**src/rtl/gol_bank_sched_pkg.sv**
```systemverilog
// Shared types and defaults for the Game-of-Life bank scheduler.
// Holds the scheduler state encoding, default widths and the swap-divider test.
package gol_bank_sched_pkg;

  localparam int ADDR_W_DEF = 16;
  localparam int DATA_W_DEF = 4;
  localparam int LATE_W     = 16;
  localparam int DIV_W      = 8;

  typedef enum logic [1:0] {
    ST_INIT  = 2'd0,
    ST_PRIME = 2'd1,
    ST_RUN   = 2'd2,
    ST_READY = 2'd3
  } sched_state_t;

  // True once enough SOFs have passed since the last swap to allow another one.
  function automatic logic div_expired(input logic [DIV_W-1:0] cnt, input int frame_div);
    return int'(cnt) >= (frame_div - 1);
  endfunction

endpackage

```
**src/rtl/gol_bank_sched_port_mux.sv**
```systemverilog
// Per-bank port steering: picks address, write enable and write data for one gol_ram
// bank from its current role (display or back) and whether the system is initialising.
module gol_bank_sched_port_mux
  import gol_bank_sched_pkg::*;
#(
  parameter int ADDR_W = ADDR_W_DEF,
  parameter int DATA_W = DATA_W_DEF
) (
  input  logic              is_display,
  input  logic              init_mode,
  input  logic              vid_req,
  input  logic [ADDR_W-1:0] vid_addr,
  input  logic [ADDR_W-1:0] eng_rd_addr,
  input  logic              eng_wr_req,
  input  logic [ADDR_W-1:0] eng_wr_addr,
  input  logic [DATA_W-1:0] eng_wr_data,
  output logic [ADDR_W-1:0] addr,
  output logic              we,
  output logic [DATA_W-1:0] din
);

  // NOTE: every output gets a default first so no path through this block infers a latch.
  always_comb begin
    addr = eng_wr_addr;
    we   = 1'b0;
    din  = eng_wr_data;
    if (init_mode) begin
      // Init writes land in both banks; on the display bank a write takes the
      // single port and a coincident video read returns that address instead.
      we = eng_wr_req;
      if (is_display && !eng_wr_req) addr = vid_addr;
    end else if (is_display) begin
      addr = vid_req ? vid_addr : eng_rd_addr;
    end else begin
      we = eng_wr_req;
    end
  end

endmodule

```
**src/rtl/gol_bank_sched.sv**
```systemverilog
// Double-buffered bank scheduler: video and engine read the display bank, the engine
// writes the back bank, and banks swap at SOF once a generation has completed.
module gol_bank_sched
  import gol_bank_sched_pkg::*;
#(
  parameter int ADDR_W    = ADDR_W_DEF,
  parameter int DATA_W    = DATA_W_DEF,
  parameter int FRAME_DIV = 1
) (
  input  logic              clk,
  input  logic              rst,
  input  logic              video_sof,
  input  logic              vid_req,
  input  logic [ADDR_W-1:0] vid_addr,
  output logic              vid_valid,
  output logic [DATA_W-1:0] vid_data,
  input  logic              init_done,
  output logic              eng_start,
  input  logic              eng_gen_done,
  input  logic              eng_rd_req,
  input  logic [ADDR_W-1:0] eng_rd_addr,
  output logic              eng_rd_gnt,
  output logic              eng_rd_valid,
  output logic [DATA_W-1:0] eng_rd_data,
  input  logic              eng_wr_req,
  input  logic [ADDR_W-1:0] eng_wr_addr,
  input  logic [DATA_W-1:0] eng_wr_data,
  output logic [ADDR_W-1:0] ram0_addr,
  output logic              ram0_we,
  output logic [DATA_W-1:0] ram0_din,
  input  logic [DATA_W-1:0] ram0_dout,
  output logic [ADDR_W-1:0] ram1_addr,
  output logic              ram1_we,
  output logic [DATA_W-1:0] ram1_din,
  input  logic [DATA_W-1:0] ram1_dout,
  output logic              display_bank,
  output logic [LATE_W-1:0] late_cnt
);

  sched_state_t      state, state_nx;
  logic              display_bank_nx;
  logic [LATE_W-1:0] late_nx;
  logic [DIV_W-1:0]  div_cnt, div_nx;
  logic              start_nx;
  logic              init_mode;
  logic              gen_ready;
  logic              rd_vid_q, rd_eng_q, rd_bank_q;
  logic [DATA_W-1:0] rd_data;

  assign init_mode  = (state == ST_INIT);
  assign gen_ready  = (state == ST_READY) || eng_gen_done;
  assign eng_rd_gnt = eng_rd_req && !vid_req && (state == ST_RUN || state == ST_READY);

  always_comb begin
    state_nx        = state;
    display_bank_nx = display_bank;
    late_nx         = late_cnt;
    div_nx          = div_cnt;
    start_nx        = 1'b0;
    unique case (state)
      ST_INIT: begin
        if (init_done) state_nx = ST_PRIME;
      end
      ST_PRIME: begin
        if (video_sof) begin
          state_nx = ST_RUN;
          start_nx = 1'b1;
          div_nx   = '0;
        end
      end
      ST_RUN, ST_READY: begin
        if (video_sof) begin
          if (gen_ready && div_expired(div_cnt, FRAME_DIV)) begin
            display_bank_nx = !display_bank;
            start_nx        = 1'b1;
            div_nx          = '0;
            state_nx        = ST_RUN;
          end else begin
            // Deferred swap: the divider keeps counting; only an unfinished generation is late.
            if (div_cnt != '1) div_nx = div_cnt + DIV_W'(1);
            if (!gen_ready && late_cnt != '1) late_nx = late_cnt + LATE_W'(1);
            state_nx = gen_ready ? ST_READY : ST_RUN;
          end
        end else if (eng_gen_done) begin
          state_nx = ST_READY;
        end
      end
      default: state_nx = ST_INIT;
    endcase
  end

  // NOTE: sequential state uses non-blocking assignments so every register samples pre-edge values.
  always_ff @(posedge clk) begin
    if (rst) begin
      state        <= ST_INIT;
      display_bank <= 1'b0;
      late_cnt     <= '0;
      div_cnt      <= '0;
      eng_start    <= 1'b0;
      rd_vid_q     <= 1'b0;
      rd_eng_q     <= 1'b0;
      rd_bank_q    <= 1'b0;
    end else begin
      state        <= state_nx;
      display_bank <= display_bank_nx;
      late_cnt     <= late_nx;
      div_cnt      <= div_nx;
      eng_start    <= start_nx;
      rd_vid_q     <= vid_req;
      rd_eng_q     <= eng_rd_gnt;
      // Remember which bank each read went to so a swap cannot redirect in-flight data.
      rd_bank_q    <= display_bank;
    end
  end

  assign rd_data      = rd_bank_q ? ram1_dout : ram0_dout;
  assign vid_valid    = rd_vid_q;
  assign vid_data     = rd_data;
  assign eng_rd_valid = rd_eng_q;
  assign eng_rd_data  = rd_data;

  gol_bank_sched_port_mux #(.ADDR_W(ADDR_W), .DATA_W(DATA_W)) u_mux0 (
    .is_display  (!display_bank),
    .init_mode   (init_mode),
    .vid_req     (vid_req),
    .vid_addr    (vid_addr),
    .eng_rd_addr (eng_rd_addr),
    .eng_wr_req  (eng_wr_req),
    .eng_wr_addr (eng_wr_addr),
    .eng_wr_data (eng_wr_data),
    .addr        (ram0_addr),
    .we          (ram0_we),
    .din         (ram0_din)
  );

  gol_bank_sched_port_mux #(.ADDR_W(ADDR_W), .DATA_W(DATA_W)) u_mux1 (
    .is_display  (display_bank),
    .init_mode   (init_mode),
    .vid_req     (vid_req),
    .vid_addr    (vid_addr),
    .eng_rd_addr (eng_rd_addr),
    .eng_wr_req  (eng_wr_req),
    .eng_wr_addr (eng_wr_addr),
    .eng_wr_data (eng_wr_data),
    .addr        (ram1_addr),
    .we          (ram1_we),
    .din         (ram1_din)
  );

endmodule

```
**config.mk**
```make
export PLATFORM = sky130hd
export DESIGN_NAME = gol_bank_sched
export DESIGN_NICKNAME = d
export VERILOG_FILES = /design/src/rtl/gol_bank_sched_pkg.sv /design/src/rtl/gol_bank_sched_port_mux.sv /design/src/rtl/gol_bank_sched.sv
export SDC_FILE = /design/constraint.sdc
export NUM_CORES = 1
export LEC_CHECK = 0
export BUFFER_PORTS_ARGS = -buffer_cell sky130_fd_sc_hd__buf_2
export CORE_MARGIN = 10
export CORE_UTILIZATION = 49
export CTS_CLUSTER_DIAMETER = 120
export DETAILED_ROUTE_END_ITERATION = 12
export PLACE_DENSITY_LB_ADDON = 0.08
export SLEW_MARGIN = 20
export SYNTH_ARGS = -nofsm -noshare
export SYNTH_HDL_FRONTEND = slang
export SYNTH_HIERARCHICAL = 1
export SYNTH_SLANG_ARGS = --single-unit
```
**constraint.sdc**
```tcl
create_clock -name clk -period 4.5 [get_ports clk]
set_input_delay 1.125 -clock clk [delete_from_list [all_inputs] [get_ports clk]]
set_output_delay 1.125 -clock clk [all_outputs]
set_load 0.02 [all_outputs]
```
# Word level (Yosys, flattened, before mapping)
# Cells that the tools add are included.
# totals
word_cells,53
ff_bits,23
inputBits,68
out_inout_bits,71
# op_classes
mux,21
n_eq_ne,7
bitwise,1
reduce_logical,16
addsub,1
# op_table
op,count
2-to-1 mux 16 bit,7
adder 16 x 1 -> 16 bit (second input constant),1
!= test 16 bit (second input constant),1
2-to-1 mux 2 bit,4
2-to-1 mux 1 bit,7
one-hot mux 2 bit (3 select lines),1
AND reduction 3 bit,2
logical AND 1 bit,5
== test 2 bit (second input constant),2
zero test 1 bit,4
2-to-1 mux 4 bit,1
!= test 2 bit (second input constant),2
AND reduction 4 bit,1
!= test 3 bit (second input constant),1
== test 2 x 1 -> 1 bit (second input constant),1
zero test 2 bit,1
logical OR 1 bit,2
one-hot mux 1 bit (2 select lines),1
OR reduction 2 bit,1
inverter 1 bit,1

# Logic depth before layout (Yosys ltp)
# logic_depth
word_depth,5
ltp_mapped,6
ltp_nobuf,5

# By module
# The synthesis kept the hierarchy.
# by_module_without_submodules
mod,cells_each,instances,area_each_um2,seq_area_each_um2
gol_bank_sched_port_mux,81,2,641.9,0.0
gol_bank_sched,137,1,1186.1,460.4

# Worst setup path after synthesis
# OpenSTA, ideal clock, no wires.
# synth_timing
path_kind,input to output
startpoint,in vid_req
endpoint,out ram0_addr[10]
required_time_ns,3.375
stages,5
t_arrival_ns,2.007
n_path_buf,2
setup_slack_ns,1.368
path_cell_list,buf_6 > buf_8 > mux2_4 > o22ai_2 > a21oi_1
# synth_via
elab_chain_len,3
# synth_rtl
element,line,text
from (decl),gol_bank_sched.sv:13,"input logic vid_req,"
2-to-1 mux 16 bit,gol_bank_sched_port_mux.sv:33,addr = vid_req ? vid_addr : eng_rd_addr;
2-to-1 mux 16 bit,gol_bank_sched_port_mux.sv:32,end else if (is_display) begin
2-to-1 mux 16 bit,gol_bank_sched_port_mux.sv:27,if (init_mode) begin
to (decl),gol_bank_sched.sv:28,"output logic [ADDR_W-1:0] ram0_addr,"
# No other way between the ends.

# Worst setup path in the final report
# layout_timing
startpoint,in vid_req
endpoint,out ram0_addr[15]
# Same word-level chain as after synthesis.

==> flow_results.xml <==
<?xml version="1.0" encoding="UTF-8"?>
<metrics>
  <group name="clock_tree">
    <metric name="cts_resized" unit="">0</metric>
    <metric name="clock_latency_reported_for_the_late_side_of_the_worst_skew_pair" unit="ns">0.27</metric>
    <metric name="tritoncts_num_sinks" unit="">23</metric>
    <metric name="cts_tree" unit="">done</metric>
    <metric name="cts_root_buffer" unit="">sky130_fd_sc_hd__clkbuf_8</metric>
    <metric name="ctsHtreeMaxLevel" unit="">1</metric>
    <metric name="cts_setup_buffers" unit="">0</metric>
    <metric name="tritoncts.num_buffers" unit="">3</metric>
    <metric name="cts.hold.buffers_added" unit="">0</metric>
    <metric name="clk_transition_reported_paths" unit="ns">0.08</metric>
    <metric name="largest_buffer_count_on_any_clock_path" unit="">2</metric>
  </group>
  <group name="synth">
    <metric name="synth_top_flop_cell" unit="">sky130_fd_sc_hd__dfxtp_1</metric>
    <metric name="syn_nets" unit="">368</metric>
    <metric name="postSynth.asyncResetShare" unit="%">0</metric>
    <metric name="syn_area_per_cell" unit="sq um">8.26</metric>
    <metric name="post_synthesis_sequential_element_count" unit="">23</metric>
    <metric name="ys.warnings.count" unit="">6</metric>
    <metric name="portion_of_the_post_synthesis_area_used_by_sequential_elements" unit="%">18.6</metric>
    <metric name="synth_enable_flop_cells" unit="">0</metric>
    <metric name="yosys.cell_types.count" unit="">44</metric>
    <metric name="netlist_area_before_placement" unit="sq um">2470</metric>
    <metric name="synthCells" unit="">299</metric>
  </group>
  <group name="floorplan">
    <metric name="initial_utilization" unit="%">51.3</metric>
    <metric name="core-area" unit="sq um">4820</metric>
    <metric name="boundaryPins" unit="">139</metric>
    <metric name="fp-row-count" unit="">25</metric>
    <metric name="fp.dieH" unit="um">91.0</metric>
    <metric name="die_area" unit="sq um">8280</metric>
    <metric name="die-width" unit="um">91.0</metric>
  </group>
  <group name="timing">
    <metric name="slew_viol_final" unit="">0</metric>
    <metric name="timing.final.crit_period" unit="ns">3.55</metric>
    <metric name="hold-worst-slack" unit="ns">0.509</metric>
    <metric name="setup-violations-final" unit="">0</metric>
    <metric name="hold_violations" unit="">0</metric>
    <metric name="period_share" unit="%">78.9</metric>
    <metric name="maxSlewHeadroom" unit="%">51.1</metric>
    <metric name="rsz_0062_raised_after_global_routing" unit="">no</metric>
    <metric name="timing.setup.tns" unit="ns">0</metric>
    <metric name="max_slew.worst_pin.slew" unit="ns">0.727</metric>
    <metric name="setup_ws" unit="ns">0.950</metric>
    <metric name="achievable-frequency" unit="MHz">282</metric>
    <metric name="final.setup_skew" unit="ns">0.00480</metric>
  </group>
  <group name="worst_setup_path">
    <metric name="r2r.worst_path.cells" unit="">5</metric>
    <metric name="worst_path_cell_chain" unit="">buf_2 &gt; buf_4 &gt; mux2_2 &gt; o22ai_1 &gt; a21oi_1 &gt; buf_2</metric>
    <metric name="critical_path.max_stage_delay" unit="ns">0.35</metric>
    <metric name="path_delay_family" unit="">buffers and inverters</metric>
    <metric name="critical_path_required" unit="ns">3.38</metric>
    <metric name="timing.critical_path.from_type" unit="">input pin</metric>
    <metric name="path_depth" unit="">6</metric>
    <metric name="cp-endpoint" unit="">ram0_addr[15]</metric>
    <metric name="worst-path-buf-inv" unit="">3</metric>
    <metric name="critPathMostFrequentCell" unit="">sky130_fd_sc_hd__buf_2</metric>
    <metric name="arrival" unit="ns">2.43</metric>
    <metric name="endpoint_kind" unit="">primary output</metric>
    <metric name="timing.rr.start" unit="">late_cnt[0]$_SDFFE_PP0P_</metric>
    <metric name="worstSetupStartpoint" unit="">vid_req</metric>
    <metric name="timing_worst_setup_path_type" unit="">input pin to primary output</metric>
    <metric name="crit_path_max_fanout" unit="">14</metric>
    <metric name="worstReg2RegEnd" unit="">late_cnt[0]$_SDFFE_PP0P_</metric>
    <metric name="reg2reg_setup_slack" unit="ns">2.38</metric>
    <metric name="crit_slowest_cell" unit="">sky130_fd_sc_hd__mux2_2</metric>
  </group>
  <group name="placement">
    <metric name="placement.setup.worst_slack" unit="ns">0.970</metric>
    <metric name="place.detailed.hpwl" unit="um">6110</metric>
    <metric name="port_buffers" unit="">126</metric>
    <metric name="place_congestion" unit="">0.814</metric>
    <metric name="post-place-cells" unit="">464</metric>
  </group>
  <group name="power_and_ir_drop">
    <metric name="leakagePower" unit="nW">1.36</metric>
    <metric name="powerDensity" unit="nW/um^2">212</metric>
    <metric name="vdd_drop_max" unit="mV">0.190</metric>
  </group>
  <group name="grt">
    <metric name="grt_usage" unit="%">17.5</metric>
    <metric name="grt_pass1_wl" unit="um">12600</metric>
    <metric name="grt-ovfl-total" unit="">0</metric>
    <metric name="first_global_vias" unit="">2607</metric>
    <metric name="initial_antenna_violation_count" unit="">0</metric>
    <metric name="grt_start_max_net_pins" unit="">28</metric>
  </group>
  <group name="detailed_routing">
    <metric name="final_antenna_net_count" unit="">0</metric>
    <metric name="routed_via_density" unit="">5.58</metric>
    <metric name="via_count" unit="">2613</metric>
    <metric name="drtPass1Iterations" unit="">5</metric>
    <metric name="drt_first_iter_violations" unit="">145</metric>
    <metric name="drcViolationCount" unit="">0</metric>
    <metric name="drt-wirelength-per-cell" unit="um">16.7</metric>
    <metric name="finalWirelength" unit="um">7840</metric>
  </group>
  <group name="final_layout">
    <metric name="final_cell_count_no_fill" unit="">468</metric>
    <metric name="diodes" unit="">0</metric>
    <metric name="layout-area-overhead-vs-synth" unit="%">22.5</metric>
    <metric name="drive_above_1_share" unit="%">49.1</metric>
    <metric name="layout.nets" unit="">471</metric>
  </group>
  <group name="worst_hold_path">
    <metric name="min-delay-path-class" unit="">flop to flop</metric>
  </group>
  <group name="status">
    <metric name="run_status" unit="">finished, final reports clean</metric>
  </group>
  <group name="run">
    <metric name="count_of_max_cap_constraint_violations" unit="">0</metric>
  </group>
</metrics>
[cell families after synthesis]
family / after synthesis / synth area share, %
buf+inv: 40 / 11.2
simple gates: 95 / 19.8
fa+ha+maj: 1 / 0.507
mux: 40 / 20.6
flops: 23 / 18.6
compound gates: 99 / 28.9
xor+xnor: 1 / 0.355
[metal layers]
layer | up-vias | track usage (%) | share of wire (%)
li1 | 1308 | - | -
met1 | 1197 | 20.8 | 44
met2 | 99 | 30.0 | 47
met3 | 9 | 6.17 | 8.2
met4 | 0 | 2.87 | 0.78
met5 | - | 0 | 0
[final cells by class]
cell class | count | area [sq um]
clock buffer | 3 | 41.3
tap | 67 | 83.8
timing repair buffer | 131 | 668
fill | 474 | 1790
clock inverter | 1 | 5.00
sequential | 23 | 460
inverter | 7 | 26.3
multi-input combinational | 236 | 1740
[registers in the layout, indices dropped and copies added (netlist names)]
signal        flops
vid_valid         1
state             2
eng_start         1
display_bank      1
late_cnt         16
eng_rd_valid      1
rd_bank_q         1
[report_power, final]
group | internal, mW | leakage [nW] | switching (mW)
clock network | 0.0619 | 0.0255 | 0.0681
registers | 0.206 | 0.186 | 0.00426
logic | 0.125 | 1.15 | 0.175
[Yosys cell counts, types with 3 or more instances]
library cell,n,area (sq um)
sky130_fd_sc_hd__clkbuf_1,5,18.8
sky130_fd_sc_hd__nand2_1,7,26.3
sky130_fd_sc_hd__and2_1,3,18.8
sky130_fd_sc_hd__buf_2,4,20.0
sky130_fd_sc_hd__o31ai_1,6,45.0
sky130_fd_sc_hd__nor2b_1,7,43.8
sky130_fd_sc_hd__mux2_2,23,259
sky130_fd_sc_hd__buf_4,14,105
sky130_fd_sc_hd__or4_1,6,45.0
sky130_fd_sc_hd__dfxtp_1,23,460
sky130_fd_sc_hd__mux2_4,16,240
sky130_fd_sc_hd__o22ai_1,14,87.6
sky130_fd_sc_hd__nor2_1,46,173
sky130_fd_sc_hd__nand4_1,3,18.8
sky130_fd_sc_hd__nand3_1,5,25.0
sky130_fd_sc_hd__a31oi_1,5,31.3
sky130_fd_sc_hd__o22ai_2,16,200
sky130_fd_sc_hd__buf_6,6,67.6
sky130_fd_sc_hd__a21oi_1,46,230
sky130_fd_sc_hd__inv_1,7,26.3
[layout by cell type, fill, tap and decap left out, drive strengths merged, types with 2 or more instances in the layout]
| master | n |
|---|---|
| a211oi | 2 |
| a21boi | 2 |
| a21oi | 46 |
| a311oi | 2 |
| a31oi | 5 |
| and2 | 3 |
| and4 | 2 |
| buf | 131 |
| clkbuf | 3 |
| dfxtp | 23 |
| inv | 7 |
| mux2 | 39 |
| nand2 | 7 |
| nand2b | 4 |
| nand3 | 5 |
| nand4 | 4 |
| nor2 | 46 |
| nor2b | 7 |
| nor3 | 2 |
| nor3b | 2 |
| nor4 | 2 |
| o211ai | 2 |
| o22ai | 30 |
| o31ai | 6 |
| o32ai | 2 |
| or3 | 2 |
| or4 | 6 |
[through the flow]
stage          area, sq um  util (%)  power [mW]
2_1_floorplan         2470         -       0.439
3_3_place_gp          2980      61.8       0.512
3_5_place_dp          2980      61.8       0.515
4_1_cts               3030      62.8       0.645
5_1_grt               3030      62.8       0.682
6_report              3030      62.8       0.641
[how the worst min path moves through the flow]
stage	cells past startpoint	endpoint	start	slack (ns)
3_5_place_dp	2	late_cnt[1]$_SDFFE_PP0P_	late_cnt[1]$_SDFFE_PP0P_	0.50
5_1_grt	2	late_cnt[5]$_SDFFE_PP0P_	late_cnt[5]$_SDFFE_PP0P_	0.54
2_1_floorplan	2	state[1]$_SDFFE_PP0P_	state[1]$_SDFFE_PP0P_	0.51
6_report	2	late_cnt[10]$_SDFFE_PP0P_	late_cnt[10]$_SDFFE_PP0P_	0.51
4_1_cts	2	late_cnt[1]$_SDFFE_PP0P_	late_cnt[1]$_SDFFE_PP0P_	0.51
3_3_place_gp	2	late_cnt[10]$_SDFFE_PP0P_	late_cnt[10]$_SDFFE_PP0P_	0.49
[worst register-to-register path, stage by stage, from the launching register on]
cell and delay, ns:
sky130_fd_sc_hd__dfxtp_1 0.41, sky130_fd_sc_hd__ha_1 0.38, sky130_fd_sc_hd__nand4_1 0.14, sky130_fd_sc_hd__nor4_1 0.57, sky130_fd_sc_hd__nor2b_1 0.19, sky130_fd_sc_hd__mux2_2 0.32
Note: power is estimated with default switching activity, not from simulation.
